==> src/rtl/wasm_pkg.sv <==
`default_nettype none
// ============================================================================
// Module : wasm_pkg
// Brief  : Shared WebAssembly loader types: value types, const-expression
//          opcodes, global-section error codes, loader FSM states and
//          the valtype decode helper.
// Rev    : 1.0  initial release
// ============================================================================
package wasm_pkg;

    typedef enum logic [1:0] {
        VT_I32 = 2'd0,
        VT_I64 = 2'd1,
        VT_F32 = 2'd2,
        VT_F64 = 2'd3
    } valtype_e;

    localparam logic [7:0] VALTYPE_I32 = 8'h7F;
    localparam logic [7:0] VALTYPE_I64 = 8'h7E;
    localparam logic [7:0] VALTYPE_F32 = 8'h7D;
    localparam logic [7:0] VALTYPE_F64 = 8'h7C;

    localparam logic [7:0] OP_I32_CONST  = 8'h41;
    localparam logic [7:0] OP_I64_CONST  = 8'h42;
    localparam logic [7:0] OP_F32_CONST  = 8'h43;
    localparam logic [7:0] OP_F64_CONST  = 8'h44;
    localparam logic [7:0] OP_GLOBAL_GET = 8'h23;
    localparam logic [7:0] OP_END        = 8'h0B;

    typedef enum logic [2:0] {
        GSL_ERR_NONE        = 3'd0,
        GSL_ERR_BAD_VALTYPE = 3'd1,
        GSL_ERR_BAD_MUT     = 3'd2,
        GSL_ERR_BAD_OPCODE  = 3'd3,
        GSL_ERR_LEB_OVF     = 3'd4,
        GSL_ERR_MISSING_END = 3'd5,
        GSL_ERR_TOO_MANY    = 3'd6,
        GSL_ERR_BAD_GGET    = 3'd7
    } gsl_err_e;

    typedef enum logic [3:0] {
        GSL_IDLE    = 4'd0,
        GSL_COUNT   = 4'd1,
        GSL_VALTYPE = 4'd2,
        GSL_MUT     = 4'd3,
        GSL_OPCODE  = 4'd4,
        GSL_IMM     = 4'd5,
        GSL_END     = 4'd6,
        GSL_EMIT    = 4'd7,
        GSL_DONE    = 4'd8,
        GSL_ERR     = 4'd9,
        GSL_GIDX    = 4'd10,
        GSL_GGET    = 4'd11
    } gsl_state_e;

    typedef struct packed {
        valtype_e    vtype;
        logic        mutable_flag;
        logic [63:0] value;
    } global_entry_t;

    typedef struct packed {
        valtype_e    vtype;
        logic [63:0] value;
    } stack_entry_t;

    typedef struct packed {
        logic     valid;
        valtype_e vtype;
    } valtype_dec_t;

    function automatic valtype_dec_t decode_valtype(input logic [7:0] b);
        valtype_dec_t r;
        r.valid = 1'b1;
        r.vtype = VT_I32;
        case (b)
            VALTYPE_I32: r.vtype = VT_I32;
            VALTYPE_I64: r.vtype = VT_I64;
            VALTYPE_F32: r.vtype = VT_F32;
            VALTYPE_F64: r.vtype = VT_F64;
            default:     r.valid = 1'b0;
        endcase
        return r;
    endfunction

    // The only const opcode accepted for a given declared type.
    function automatic logic [7:0] const_opcode(input valtype_e vt);
        logic [7:0] op;
        case (vt)
            VT_I32:  op = OP_I32_CONST;
            VT_I64:  op = OP_I64_CONST;
            VT_F32:  op = OP_F32_CONST;
            default: op = OP_F64_CONST;
        endcase
        return op;
    endfunction

endpackage
`default_nettype wire

==> src/rtl/wasm_leb128_dec.sv <==
`default_nettype none
// ============================================================================
// Module : wasm_leb128_dec
// Brief  : Byte-serial unsigned/signed LEB128 accumulator.
//          value/last/overflow describe the byte currently strobed in, so the
//          consumer can capture the final value on the same edge it accepts
//          the last byte.
// Ports  : clk, rst_n        clock, async active-low reset
//          clear             restart accumulation (takes priority)
//          byte_en, byte_in  accepted byte strobe and data
//          is_signed         sign-extend from bit 6 of the final byte
//          max_bytes         longest legal encoding in bytes
//          value[63:0]       accumulated value including current byte
//          last              current byte terminates the encoding
//          overflow          current byte would require one more byte than allowed
// Rev    : 1.0  initial release
// ============================================================================
module wasm_leb128_dec (
    input  logic        clk,
    input  logic        rst_n,
    input  logic        clear,
    input  logic        byte_en,
    input  logic [7:0]  byte_in,
    input  logic        is_signed,
    input  logic [3:0]  max_bytes,
    output logic [63:0] value,
    output logic        last,
    output logic        overflow
);

    logic [63:0] r_acc;
    logic [6:0]  r_shift;
    logic [3:0]  r_nbytes;
    logic [63:0] w_part;

    assign w_part = 64'(byte_in[6:0]) << r_shift;

    always_comb begin
        value = r_acc | w_part;
        // Shifts of 64 or more bits yield zero, so no extension past bit 63.
        if (is_signed && byte_in[6])
            value = value | (~64'd0 << (r_shift + 7'd7));
    end

    assign last     = byte_en & ~byte_in[7];
    assign overflow = byte_en & byte_in[7] & ((r_nbytes + 4'd1) == max_bytes);

    always_ff @(posedge clk or negedge rst_n) begin
        if (!rst_n) begin
            r_acc    <= '0;
            r_shift  <= '0;
            r_nbytes <= '0;
        end else if (clear) begin
            r_acc    <= '0;
            r_shift  <= '0;
            r_nbytes <= '0;
        end else if (byte_en) begin
            r_acc    <= r_acc | w_part;
            r_shift  <= r_shift + 7'd7;
            r_nbytes <= r_nbytes + 4'd1;
        end
    end

endmodule
`default_nettype wire

==> src/rtl/wasm_global_section_loader.sv <==
`default_nettype none
// ============================================================================
// Module : wasm_global_section_loader
// Brief  : Streaming decoder for the WebAssembly Global section payload.
//          Parses vec(global) and writes each decoded global into the
//          globals store through a one-cycle init strobe.
// Config : GLOBAL_GET_INIT_EN - accept global.get init expressions; adds
//          the rd_en/rd_idx/rd_data/rd_valid read port into the store.
// Ports  : clk, rst_n                clock, async active-low reset
//          start                     begin new payload (ignored while busy)
//          in_valid/in_data/in_ready byte stream handshake
//          init_en/init_idx/init_data globals store write port
//          busy, done, error, err_code status
//          loaded                    globals emitted so far
// Rev    : 1.0  initial release
// ============================================================================
module wasm_global_section_loader
    import wasm_pkg::*;
#(
    parameter int MAX_GLOBALS = 256
) (
    input  logic          clk,
    input  logic          rst_n,
    input  logic          start,
    input  logic          in_valid,
    input  logic [7:0]    in_data,
    output logic          in_ready,
    output logic          init_en,
    output logic [7:0]    init_idx,
    output global_entry_t init_data,
    output logic          busy,
    output logic          done,
    output logic          error,
    output logic [2:0]    err_code,
`ifdef GLOBAL_GET_INIT_EN
    output logic          rd_en,
    output logic [7:0]    rd_idx,
    input  stack_entry_t  rd_data,
    input  logic          rd_valid,
`endif
    output logic [8:0]    loaded
);

    gsl_state_e  r_state, state_nx;
    logic [8:0]  r_count, count_nx;
    logic [8:0]  r_loaded, loaded_nx;
    valtype_e    r_vtype, vtype_nx;
    logic        r_mut, mut_nx;
    logic [63:0] r_value, value_nx;
    logic [3:0]  r_rawcnt, rawcnt_nx;
    gsl_err_e    r_err, err_nx;
`ifdef GLOBAL_GET_INIT_EN
    logic [7:0]  r_gidx, gidx_nx;
`endif

    logic         w_acc;
    logic         leb_clear, leb_en, leb_signed;
    logic [3:0]   leb_max;
    logic [63:0]  leb_value;
    logic         leb_last, leb_ovf;
    valtype_dec_t w_vt;
    logic         w_is_float;
    logic [3:0]   w_raw_last;

    assign w_acc      = in_valid & in_ready;
    assign w_vt       = decode_valtype(in_data);
    assign w_is_float = (r_vtype == VT_F32) || (r_vtype == VT_F64);
    assign w_raw_last = (r_vtype == VT_F32) ? 4'd3 : 4'd7;

    wasm_leb128_dec u_leb (
        .clk       (clk),
        .rst_n     (rst_n),
        .clear     (leb_clear),
        .byte_en   (leb_en),
        .byte_in   (in_data),
        .is_signed (leb_signed),
        .max_bytes (leb_max),
        .value     (leb_value),
        .last      (leb_last),
        .overflow  (leb_ovf)
    );

    assign init_idx  = r_loaded[7:0];
    assign init_data = {r_vtype, r_mut, r_value};
    assign loaded    = r_loaded;
    assign error     = (r_state == GSL_ERR);
    assign err_code  = r_err;
`ifdef GLOBAL_GET_INIT_EN
    assign rd_idx    = r_gidx;
`endif

    always_comb begin
        state_nx   = r_state;
        count_nx   = r_count;
        loaded_nx  = r_loaded;
        vtype_nx   = r_vtype;
        mut_nx     = r_mut;
        value_nx   = r_value;
        rawcnt_nx  = r_rawcnt;
        err_nx     = r_err;
`ifdef GLOBAL_GET_INIT_EN
        gidx_nx    = r_gidx;
        rd_en      = 1'b0;
`endif
        in_ready   = 1'b0;
        init_en    = 1'b0;
        busy       = 1'b1;
        done       = 1'b0;
        leb_clear  = 1'b1;
        leb_en     = 1'b0;
        leb_signed = 1'b0;
        leb_max    = 4'd5;

        case (r_state)
            GSL_IDLE, GSL_DONE, GSL_ERR: begin
                busy = 1'b0;
                done = (r_state == GSL_DONE);
                if (r_state == GSL_DONE)
                    state_nx = GSL_IDLE;
                if (start) begin
                    state_nx  = GSL_COUNT;
                    loaded_nx = '0;
                    err_nx    = GSL_ERR_NONE;
                end
            end

            GSL_COUNT: begin
                in_ready  = 1'b1;
                leb_clear = 1'b0;
                leb_en    = w_acc;
                if (leb_ovf) begin
                    state_nx = GSL_ERR;
                    err_nx   = GSL_ERR_LEB_OVF;
                end else if (leb_last) begin
                    if (leb_value > 64'(MAX_GLOBALS)) begin
                        state_nx = GSL_ERR;
                        err_nx   = GSL_ERR_TOO_MANY;
                    end else if (leb_value == 64'd0) begin
                        state_nx = GSL_DONE;
                    end else begin
                        count_nx = leb_value[8:0];
                        state_nx = GSL_VALTYPE;
                    end
                end
            end

            GSL_VALTYPE: begin
                in_ready = 1'b1;
                if (w_acc) begin
                    if (w_vt.valid) begin
                        vtype_nx = w_vt.vtype;
                        state_nx = GSL_MUT;
                    end else begin
                        state_nx = GSL_ERR;
                        err_nx   = GSL_ERR_BAD_VALTYPE;
                    end
                end
            end

            GSL_MUT: begin
                in_ready = 1'b1;
                if (w_acc) begin
                    if (in_data[7:1] == 7'd0) begin
                        mut_nx   = in_data[0];
                        state_nx = GSL_OPCODE;
                    end else begin
                        state_nx = GSL_ERR;
                        err_nx   = GSL_ERR_BAD_MUT;
                    end
                end
            end

            GSL_OPCODE: begin
                in_ready = 1'b1;
                if (w_acc) begin
                    value_nx  = '0;
                    rawcnt_nx = '0;
                    if (in_data == const_opcode(r_vtype)) begin
                        state_nx = GSL_IMM;
`ifdef GLOBAL_GET_INIT_EN
                    end else if (in_data == OP_GLOBAL_GET) begin
                        state_nx = GSL_GIDX;
`endif
                    end else begin
                        state_nx = GSL_ERR;
                        err_nx   = GSL_ERR_BAD_OPCODE;
                    end
                end
            end

            GSL_IMM: begin
                in_ready = 1'b1;
                if (w_is_float) begin
                    // Float immediates are raw little-endian bytes.
                    if (w_acc) begin
                        value_nx  = r_value | (64'(in_data) << {r_rawcnt[2:0], 3'b000});
                        rawcnt_nx = r_rawcnt + 4'd1;
                        if (r_rawcnt == w_raw_last)
                            state_nx = GSL_END;
                    end
                end else begin
                    leb_clear  = 1'b0;
                    leb_en     = w_acc;
                    leb_signed = 1'b1;
                    leb_max    = (r_vtype == VT_I64) ? 4'd10 : 4'd5;
                    if (leb_ovf) begin
                        state_nx = GSL_ERR;
                        err_nx   = GSL_ERR_LEB_OVF;
                    end else if (leb_last) begin
                        value_nx = (r_vtype == VT_I64) ? leb_value
                                                       : {32'd0, leb_value[31:0]};
                        state_nx = GSL_END;
                    end
                end
            end

`ifdef GLOBAL_GET_INIT_EN
            GSL_GIDX: begin
                in_ready  = 1'b1;
                leb_clear = 1'b0;
                leb_en    = w_acc;
                if (leb_ovf) begin
                    state_nx = GSL_ERR;
                    err_nx   = GSL_ERR_LEB_OVF;
                end else if (leb_last) begin
                    // Only globals already written to the store may be read.
                    if (leb_value >= 64'(r_loaded)) begin
                        state_nx = GSL_ERR;
                        err_nx   = GSL_ERR_BAD_GGET;
                    end else begin
                        gidx_nx  = leb_value[7:0];
                        state_nx = GSL_GGET;
                    end
                end
            end

            GSL_GGET: begin
                rd_en = 1'b1;
                if (!rd_valid || (rd_data.vtype != r_vtype)) begin
                    state_nx = GSL_ERR;
                    err_nx   = GSL_ERR_BAD_GGET;
                end else begin
                    value_nx = w_is_float && (r_vtype == VT_F32) || (r_vtype == VT_I32)
                             ? {32'd0, rd_data.value[31:0]} : rd_data.value;
                    state_nx = GSL_END;
                end
            end
`endif

            GSL_END: begin
                in_ready = 1'b1;
                if (w_acc) begin
                    if (in_data == OP_END) begin
                        state_nx = GSL_EMIT;
                    end else begin
                        state_nx = GSL_ERR;
                        err_nx   = GSL_ERR_MISSING_END;
                    end
                end
            end

            GSL_EMIT: begin
                init_en   = 1'b1;
                loaded_nx = r_loaded + 9'd1;
                state_nx  = ((r_loaded + 9'd1) < r_count) ? GSL_VALTYPE : GSL_DONE;
            end

            default: state_nx = GSL_IDLE;
        endcase
    end

    always_ff @(posedge clk or negedge rst_n) begin
        if (!rst_n) begin
            r_state  <= GSL_IDLE;
            r_count  <= '0;
            r_loaded <= '0;
            r_vtype  <= VT_I32;
            r_mut    <= 1'b0;
            r_value  <= '0;
            r_rawcnt <= '0;
            r_err    <= GSL_ERR_NONE;
`ifdef GLOBAL_GET_INIT_EN
            r_gidx   <= '0;
`endif
        end else begin
            r_state  <= state_nx;
            r_count  <= count_nx;
            r_loaded <= loaded_nx;
            r_vtype  <= vtype_nx;
            r_mut    <= mut_nx;
            r_value  <= value_nx;
            r_rawcnt <= rawcnt_nx;
            r_err    <= err_nx;
`ifdef GLOBAL_GET_INIT_EN
            r_gidx   <= gidx_nx;
`endif
        end
    end

endmodule
`default_nettype wire

==> config.mk <==
export PLATFORM = sky130hd
export DESIGN_NAME = wasm_global_section_loader
export DESIGN_NICKNAME = d
export VERILOG_FILES = /design/src/rtl/wasm_pkg.sv /design/src/rtl/wasm_leb128_dec.sv /design/src/rtl/wasm_global_section_loader.sv
export SDC_FILE = /design/constraint.sdc
export NUM_CORES = 1
export LEC_CHECK = 0
export CORE_UTILIZATION = 50
export DETAILED_ROUTE_END_ITERATION = 6
export HOLD_SLACK_MARGIN = 0.02
export PLACE_DENSITY = 0.74
export SYNTH_ARGS = -nofsm -noshare
export SYNTH_HDL_FRONTEND = slang
export SYNTH_SLANG_ARGS = --single-unit
==> constraint.sdc <==
create_clock -name clk -period 4.5 [get_ports clk]
set_input_delay 0.9 -clock clk [delete_from_list [all_inputs] [get_ports clk]]
set_output_delay 0.9 -clock clk [all_outputs]
set_load 0.01 [all_outputs]
* Word level (Yosys, flattened, before mapping)
Cells that the tools add are included.
Cells by class: $add $sub $neg 4, order comparisons 2, equal/unequal tests 41, shift-type cells 3, mux-type cells 75, bitwise logic cells 11, reduce and logical (&&, ||, !) cells 21
Operator list (count):
- two-way mux 64 bit | 9
- OR 64 bit | 3
- one-hot mux 64 bit (2 select lines) | 1
- two-way mux 4 bit | 28
- greater-than comparator 64 x 9 -> 1 bit (second input constant) | 1
- logical NOT 64 bit | 1
- << shifter 64 x 7 -> 64 bit (first input constant) | 1
- << shifter 7 x 7 -> 64 bit | 1
- << shifter 8 x 6 -> 64 bit | 1
- two-way mux 3 bit | 15
- == test 8 x 7 -> 1 bit (second input constant) | 4
- one-hot mux 4 bit (8 select lines) | 1
- != test 2 bit (second input constant) | 13
- != test 3 bit (second input constant) | 7
- one-hot mux 3 bit (7 select lines) | 1
- one-hot mux 9 bit (2 select lines) | 1
- == test 4 x 3 -> 1 bit (second input constant) | 4
- two-way mux 8 bit | 2
- two-way mux 7 bit | 2
- AND reduction 14 bit | 1
- AND reduction 5 bit | 2
- adder 9 x 1 -> 9 bit (second input constant) | 1
- less-than comparator 9 bit | 1
- two-way mux 1 bit | 9
- 33 further kinds | 47
Storage, ports and cells: bits in registers 171, logic and storage cells 168

* Logic depth before layout (Yosys ltp)
Gate-level depths: netlist of run 1.
depth in word-level cells 12, mapped depth 18, mapped depth without buffers 13

* By module
From an unflattened synthesis of run 1, not the netlist that was laid out.
Unflattened totals: cells, all modules 1200, area total of the unflattened synthesis 10493.8 um2
Modules (own cells, without submodules):
- wasm_global_section_loader | times used 1, cells each 608, area an instance 5439.0 um2, seq. area each 2402.3 um2
- wasm_leb128_dec | times used 1, cells each 592, area an instance 5054.8 um2, seq. area each 1876.8 um2

* Least setup slack after synthesis of run 1
OpenSTA, ideal clock, no wires.
path kind reg2reg, start reg u_leb.r_shift[0], end reg r_err[0] (netlist: err_code[0]), setup time 128 ps, arrival time 4475 ps, setup slack -103 ps, cell stages (with the launch flop) 15, path buffers 3, period minus slack after synthesis 4603 ps, path through dfrtp_1 -> buf_6 -> buf_6 -> clkbuf_1 -> inv_1 -> ha_1 -> nor2b_1 -> nor3_1 -> o41ai_1 -> a211o_1 -> or4_1 -> or4_1 -> or4_4 -> o31ai_2 -> mux2_1
Between the ends: word-level cells in the longest chain between the ends 7, elaborated cells between the ends (all ways) 9
Ends and longest elaborated chain:
- start: declaration | RTL line wasm_leb128_dec.sv:32 | logic [6:0] r_shift;
- start signal: assignment | RTL line wasm_leb128_dec.sv:59 | r_shift <= r_shift + 7'd7;
- adder 7 x 3 -> 7 bit or << shifter 7 x 7 -> 64 bit (tied branches) | RTL line wasm_leb128_dec.sv:42, wasm_leb128_dec.sv:36
- << shifter 64 x 7 -> 64 bit or OR 64 bit (tied branches) | RTL line wasm_leb128_dec.sv:42, wasm_leb128_dec.sv:39
- OR 64 bit | RTL line wasm_leb128_dec.sv:42 | value = value | (~64'd0 << (r_shift + 7'd7));
- two-way mux 64 bit (*) | RTL line wasm_leb128_dec.sv:41 | if (is_signed && byte_in[6])
- greater-than comparator 64 x 9 -> 1 bit (*) | RTL line wasm_global_section_loader.sv:135 | if (leb_value > 64'(MAX_GLOBALS)) begin
- != test 3 bit (no source line) (*)
- AND reduction 14 bit (no source line) (*)
- end signal: assignment | RTL line wasm_global_section_loader.sv:293 | r_err <= err_nx;
- end: declaration | RTL line wasm_global_section_loader.sv:51 | gsl_err_e r_err, err_nx;
Every way passes the cells marked *; elsewhere a longest branch is shown, timed or not. A chain may end at the register's enable or synchronous reset.

* Worst setup path after layout of run 1
start reg u_leb.r_shift[0], end reg r_count[5]
Between the ends: word-level cells in the longest chain between the ends 7, elaborated cells between the ends (all ways) 11
Ends and longest elaborated chain:
- adder 7 x 3 -> 7 bit or << shifter 7 x 7 -> 64 bit (tied branches) | RTL line wasm_leb128_dec.sv:42, wasm_leb128_dec.sv:36
- << shifter 64 x 7 -> 64 bit or OR 64 bit (tied branches) | RTL line wasm_leb128_dec.sv:42, wasm_leb128_dec.sv:39
- OR 64 bit | RTL line wasm_leb128_dec.sv:42
- two-way mux 64 bit (*) | RTL line wasm_leb128_dec.sv:41
- greater-than comparator 64 x 9 -> 1 bit or logical NOT 64 bit (tied branches) | RTL line wasm_global_section_loader.sv:135, wasm_global_section_loader.sv:138
- NOT 1 bit (no source line)
- AND reduction 5 bit (no source line)
- end signal: assignment | RTL line wasm_global_section_loader.sv:287 | r_count <= count_nx;
- end: declaration | RTL line wasm_global_section_loader.sv:45 | logic [8:0] r_count, count_nx;
Marks and branches as above.

==> results.md, run 1 <==
* Outcome: finished clean
* Dpl ws at -0.526 ns
* Vias in the first global route at 11.4k
* Peak supply drop at 0.277 mV
* Placed cell area at 13500 µm²
* Syn nets at 1367
* Switching part of the total at 41.9%
* Pleak at 6.24 nW
* Register area share after synthesis at 38.6%
* Placed Cells at 1794
* H-tree levels at 4
* Die ar. at 22700 µm²
* Initial core utilization at 50.9%
* Routed wire length at 47300 µm
* Async SR Flop Fraction at 100%
* Syn Inst Count at 1336
* Initial antenna violation count at 1
* Post-synth EDFFs at 0
* Total chip power at 0.00575 W
* Root Driver: clkbuf_16
* Worst Setup EP: r_count[5]
* Synthesis-to-layout area growth at 28.1%
* Pre-Repair DR Iteration Count at 6
* Clock sink total at 171
* Mean Syn Cell Area at 8.29 µm²
* DPL Wire Length at 35200 µm
* Largest net degree at the start of global routing at 74
* Final cycle utilization of the critical path at 98.6%
* Clock-pin slew on the worst setup and hold paths at 0.08 ns
* Hold Vio Cnt, Final at 0
* Cell Area, Synth at 11100 µm²
* IO buf count at 103
* Hold/Removal Path Class: in -> async
* Top-Level Pins at 104
* First-pass GRT wire length at 70800 µm
* P_sw at 0.00241 W
* WHS at 0.436 ns
* Vias post-DR at 12.2k
* RSZ-0062 raised after global routing: false
* Row Count at 54
* Req. time, crit path at 4.82 ns
* Clock Skews at 0.0115 ns
* Flops & latches, synth at 171
* Initial DRC Count at 1669
* Register-to-register setup slack at 0.06 ns
* Combinational Power Share at 43.3%
* GPL Wtd Cong at 1.06
* Core area at 21800 µm²
* Clk_lat worst skew at 0.44 ns
* Final Cell Area at 14200 µm²
* Critical Path Start Type: register
* Maximum fanout along the worst path at 8
* Met3 WL at 4610 µm
* WP data arrival at 4.76 ns
* Max-cap violations at 0
* Worst setup margin at 0.0616 ns
* Slew Viols, Final at 0
* Top cell type's share of synthesized area at 38.6%
* Worst setup EP type: register
* Final Non-Filler Cells at 1830
* Drt drc at 0
* Routed wire length per instance at 25.8 µm
* CTS max path bufs at 2
* Worst slew margin at 20.3%
* Clock power frac at 26.1%
* Final Critical Period at 4.44 ns
* Die X at 151 µm
* Yosys warns at 0
* Share of cells above drive strength 1 at 17.8%
* CTS tree: yes
* Total CTS buffers at 17
* Total GRT Usage at 42.5%
* Routed wl met2 at 21100 µm
* Worst r2r src: u_leb.r_shift[0]
* Endpoints failing setup at 0
* Yosys cell types at 82
* Vias per cell at 6.68
* Nets at 1568
* CP Class: reg -> reg
* Worst slew pin tran at 1.19 ns
* Reg power frac at 30.5%
* P per Cell Area at 405 nW/µm²
* Die Height at 151 µm
* Setup crit start: u_leb.r_shift[0]
* Cell taking the most area after synthesis: dfrtp_1
* Highest Signal Layer: met4
* Total internal power at 0.00334 W
* Total gr overflow at 0
* Met1 Wirelength at 18900 µm
* Post-route ant nets at 0
* RR Endpoint: r_count[5]
* Top_reg_cell synth: dfrtp_1
* Fmax at 225 MHz
* Dominant cells by area after synthesis: dfrtp_1 39%, a21oi_1 9.0%, nor2_1 6.3%
* R2R cell count at 10
cells in the mapped netlist, drive strengths merged, types with 15 or more instances:
library cell	number
nor2	186
clkbuf	89
buf	27
nand2	98
nand3	28
a22o	23
a31oi	31
mux2	20
o22a	32
inv	23
a21oi	200
xnor2	15
dfrtp	171
o21ai	78
nor3	26
ha	19
cells by family after synthesis:
family	count (synthesis)	synth area share, %
xor gates and xnor gates	23	1.82
adders and majority gates	19	2.15
DFF	171	38.6
buffers and inverters	141	5.49
and+or+nand+nor	460	19.8
muxes	30	3.38
AOI/OAI and AO/OA	492	28.7
sequential cells by signal (all words and copies together) (netlist names):
signal          flops
err_code            3
u_leb.r_nbytes      4
u_leb.r_shift       7
r_value            64
u_leb.r_acc        64
r_vtype             2
r_rawcnt            4
r_state             4
r_mut               1
r_count             9
loaded              9
final cells by class:
class / instances / area (µm²)
fillers: 1835 / 7570
multi-input cells: 1024 / 6330
flip-flops and latches: 171 / 4280
repair buffers: 298 / 2550
clock buffers: 17 / 425
well taps: 280 / 350
clock inverters: 14 / 155
inverters: 25 / 93.8
diodes: 1 / 2.50
through the flow:
stage	utilization [%]	setup TNS [ns]
6_report	65.2	0
4_1_cts	65.1	0
2_1_floorplan	-	0
3_5_place_dp	61.9	-6.49
5_1_grt	65.2	0
3_3_place_gp	61.9	-6.05
cell usage in the layout (no fill, tap or decap), types with 6 or more instances in the layout:
cell and instances:
nand2b_1 13, nor3b_1 7, a22o_1 23, clkbuf_16 17, nor4_1 8, a211oi_1 11, o22ai_1 6, and2_1 11
a211o_1 9, nor3_1 25, nand2_1 98, dfrtp_1 169, mux2_1 11, a32o_1 8, or4_1 6, clkdlybuf4s50_1 95
dlygate4sd2_1 7, xor2_1 8, o22a_1 32, xnor2_1 14, nand3_1 28, a32oi_1 9, mux2i_1 7, a221o_1 12
nand4_1 10, buf_4 187, nor2b_1 13, a21oi_1 199, inv_1 20, o21ai_0 74, o21a_1 8, ha_1 18
and3_1 11, a31oi_1 31, nor2_1 185
repair_timing:
item,in CTS,in global routing
pin swaps,10,1
buffers inserted,2,1
resized for setup,28,7
hold buffers,0,0
setup endpoints to repair,11,12
gates cloned,1,0
power groups by stage:
stage	registers, W	logic (W)	clock network, W
after floorplan	0.00178	0.00120	0
after global placement	0.00178	0.00235	0
after detailed placement	0.00178	0.00235	0
after CTS	0.00176	0.00240	0.00150
after global routing	0.00177	0.00263	0.00155
final	0.00176	0.00249	0.00150
worst max-delay path, stage by stage, from the launching register on:
cell      delay [ns]
dfrtp_2         0.49
buf_4           0.20
or4b_1          0.53
o22a_1          0.39
o41ai_1         0.70
nand4_1         0.19
or4_4           0.55
or4_4           0.51
nand3b_1        0.27
buf_6           0.18
mux2_1          0.30
layer usage:
| metal | up-vias | track usage, % |
|---|---|---|
| met5 | - | 0 |
| met2 | 759 | 64.8 |
| met4 | 0 | 24.0 |
| met3 | 161 | 9.22 |
| met1 | 5952 | 55.8 |
| li1 | 5347 | - |
worst min-delay path by stage:
stage | endpoint | slack [ns]
finish | u_leb.r_shift[2] | 0.44
global route | u_leb.r_shift[0] | 0.49
CTS | u_leb.r_shift[3] | 0.47
detailed placement | r_value[61] | 0.48
global placement | r_count[7] | 0.47
floorplan | r_count[0] | 0.46
Power figures use the tool's default switching activity.
==> run 2: changes to the inputs <==
--- a/config.mk
+++ b/config.mk
@@ -5,10 +5,12 @@
 export SDC_FILE = /design/constraint.sdc
 export NUM_CORES = 1
 export LEC_CHECK = 0
+export CORE_ASPECT_RATIO = 1.4
 export CORE_UTILIZATION = 50
 export DETAILED_ROUTE_END_ITERATION = 6
+export DONT_BUFFER_PORTS = 1
 export HOLD_SLACK_MARGIN = 0.02
-export PLACE_DENSITY = 0.74
+export PLACE_DENSITY = 0.68
 export SYNTH_ARGS = -nofsm -noshare
 export SYNTH_HDL_FRONTEND = slang
 export SYNTH_SLANG_ARGS = --single-unit
==> results.md, run 2 (synthesized netlist as in run 1, its figures left out) <==
* Outcome: finished clean (unchanged)
* Vias per cell at 6.84 (was 6.68)
* Row Count at 64 (was 54)
* Final core occ at 57.9% (was 65.2%)
* Share of cells above drive strength 1 at 14.6% (was 17.8%)
* Hold/Removal Path Class: in -> async (unchanged)
* Fill cells at 2018 (was 1835)
* DPL Wire Length at 34400 µm (was 35200 µm)
* GR Util met2 at 67.0% (was 64.8%)
* P_sw at 0.00220 W (was 0.00241 W)
* Endpoints failing setup at 0 (unchanged)
* Clk_lat worst skew at 0.46 ns (was 0.44 ns)
* Vias post-DR at 11.5k (was 12.2k)
* Largest net degree at the start of global routing at 172 (was 74)
* Critical Path Start Type: register (unchanged)
* Post-Route Setup TNS at 0 ns (unchanged)
* Most frequent cells in the layout: 199 x a21oi_1, 185 x nor2_1, 169 x dfrtp_1 (was 199 x a21oi_1, 187 x buf_4, 185 x nor2_1)
* Die Height at 178 µm (was 151 µm)
* Pre-Repair DR Iteration Count at 6 (unchanged)
* Clock power frac at 27.7% (was 26.1%)
* GPL Wtd Cong at 1.02 (was 1.06)
* Number of diodes at 0 (was 1)
* FF/Latch Area at 4280 µm² (unchanged)
* CTS tree: yes (unchanged)
* Die X at 128 µm (was 151 µm)
* Clock sink total at 171 (unchanged)
* Final cycle utilization of the critical path at 96.6% (was 98.6%)
* Routed wire length per instance at 28.0 µm (was 25.8 µm)
* Die ar. at 22800 µm² (was 22700 µm²)
* Max-cap violations at 0 (unchanged)
* Pleak at 5.55 nW (was 6.24 nW)
* Clock Skews at 0.0124 ns (was 0.0115 ns)
* Routed wire length at 47000 µm (was 47300 µm)
* Worst slew pin tran at 1.18 ns (was 1.19 ns)
* Total chip power at 0.00541 W (was 0.00575 W)
* M1 GR Usage at 52.1% (was 55.8%)
* Slew Viols, Final at 0 (unchanged)
* WP data arrival at 4.68 ns (was 4.76 ns)
* Worst setup margin at 0.154 ns (was 0.0616 ns)
* P per Cell Area at 429 nW/µm² (was 405 nW/µm²)
* Switching part of the total at 40.8% (was 41.9%)
* Most common cell after layout, fill and taps aside: a21oi_1 (unchanged)
* CTS Hold Bufs at 0 (unchanged)
* Final Cell Area at 12600 µm² (was 14200 µm²)
* Nets at 1403 (was 1568)
* GR peak layer: met2 (unchanged)
* Area of the multi-input gates at 6260 µm² (was 6330 µm²)
* CP Class: reg -> reg (unchanged)
* Dpl ws at -0.123 ns (was -0.526 ns)
* Req. time, crit path at 4.83 ns (was 4.82 ns)
* Initial core utilization at 50.8% (was 50.9%)
* Vias in the first global route at 10.9k (was 11.4k)
* Maximum fanout along the worst path at 11 (was 8)
* Worst slew margin at 21.4% (was 20.3%)
* Clock-pin slew on the worst setup and hold paths at 0.07 ns (was 0.08 ns)
* Initial antenna violation count at 0 (was 1)
* H-tree levels at 4 (unchanged)
* CTS max path bufs at 2 (unchanged)
* Total CTS buffers at 17 (unchanged)
* Core area at 21800 µm² (about the same)
* Peak supply drop at 0.286 mV (was 0.277 mV)
* Root Driver: clkbuf_16 (unchanged)
* Placed cell area at 12000 µm² (was 13500 µm²)
* Final Critical Period at 4.35 ns (was 4.44 ns)
* Largest regs: r_value (64), u_leb.r_acc (64) (unchanged)
* Synthesis-to-layout area growth at 13.9% (was 28.1%)
* First-pass GRT wire length at 70100 µm (was 70800 µm)
* IO buf count at 0 (was 103)
* RSZ-0062 raised after global routing: false (unchanged)
* Fmax at 230 MHz (was 225 MHz)
* Initial DRC Count at 1472 (was 1669)
* Top-Level Pins at 104 (unchanged)
* Total internal power at 0.00320 W (was 0.00334 W)
* Hold Vio Cnt, Final at 0 (unchanged)
* Worst setup EP type: register (unchanged)
* Combinational Power Share at 39.1% (was 43.3%)
* Drt drc at 0 (unchanged)
* Total GRT Usage at 42.4% (was 42.5%)
* Post-route ant nets at 0 (unchanged)
* Grt met3 use at 8.94% (was 9.22%)
* Reg power frac at 33.2% (was 30.5%)
* Total gr overflow at 0 (unchanged)
## run 2: worst paths after layout
| kind | startpoint | slack [ns] | cells after the start | end |
|---|---|---|---|---|
| max in group asynchronous | rst_n | 4.06 | 0 | u_leb.r_acc[59] |
| worst max register to register | u_leb.r_shift[0] | 0.15 | 11 | r_count[1] |
| worst min-delay path | rst_n | 0.13 | 0 | loaded[6] |
| worst min register to register | r_count[3] | 0.49 | 1 | r_count[3] |
| worst max-delay path | u_leb.r_shift[0] | 0.15 | 11 | r_count[1] |
| min in group clk | r_count[3] | 0.49 | 1 | r_count[3] |
## run 2: per-stage QoR
step	instances	hold slack, ns
2_1_floorplan	1336	0.458
3_3_place_gp	1648	0.476
3_5_place_dp	1648	0.481
4_1_cts	1680	0.122
5_1_grt	1682	0.116
6_report	1682	0.133
## run 2: what timing repair did
item,CTS,global route
setup endpoints to repair,8,11
resized for setup,1,5
buffers inserted,0,2
## run 2: final cells by class
cell class	count	area share [%]
clock buffers	19	3.59
clock inverters	13	1.01
inverters	25	0.744
multi-input cells	1024	49.7
flip-flops and latches	171	33.9
well taps	297	2.95
repair buffers	133	8.11
## run 2: metal layers
| metal | routed length, µm | up-vias |
|---|---|---|
| li1 | - | 4992 |
| met1 | 18200 | 5629 |
| met2 | 21700 | 717 |
| met3 | 3950 | 168 |
| met4 | 3200 | 0 |
| met5 | 0 | - |
## run 2: critical path, cell delays in order (launching register included)
cell and delay (ns):
dfrtp_2 0.49, buf_4 0.16, mux2_4 0.31, a32o_1 0.23
or2_0 0.31, a2111o_1 0.45, or4_1 0.52, or4_1 0.54
or4_4 0.50, nand3b_1 0.23, buf_12 0.17, mux2_1 0.31
## run 2: power groups by stage
stage	clock network [W]	registers [W]	logic [W]
final	0.00150	0.00180	0.00211
after global routing	0.00157	0.00181	0.00223
after CTS	0.00151	0.00180	0.00202
after detailed placement	0	0.00182	0.00201
after global placement	0	0.00182	0.00202
after floorplan	0	0.00178	0.00120
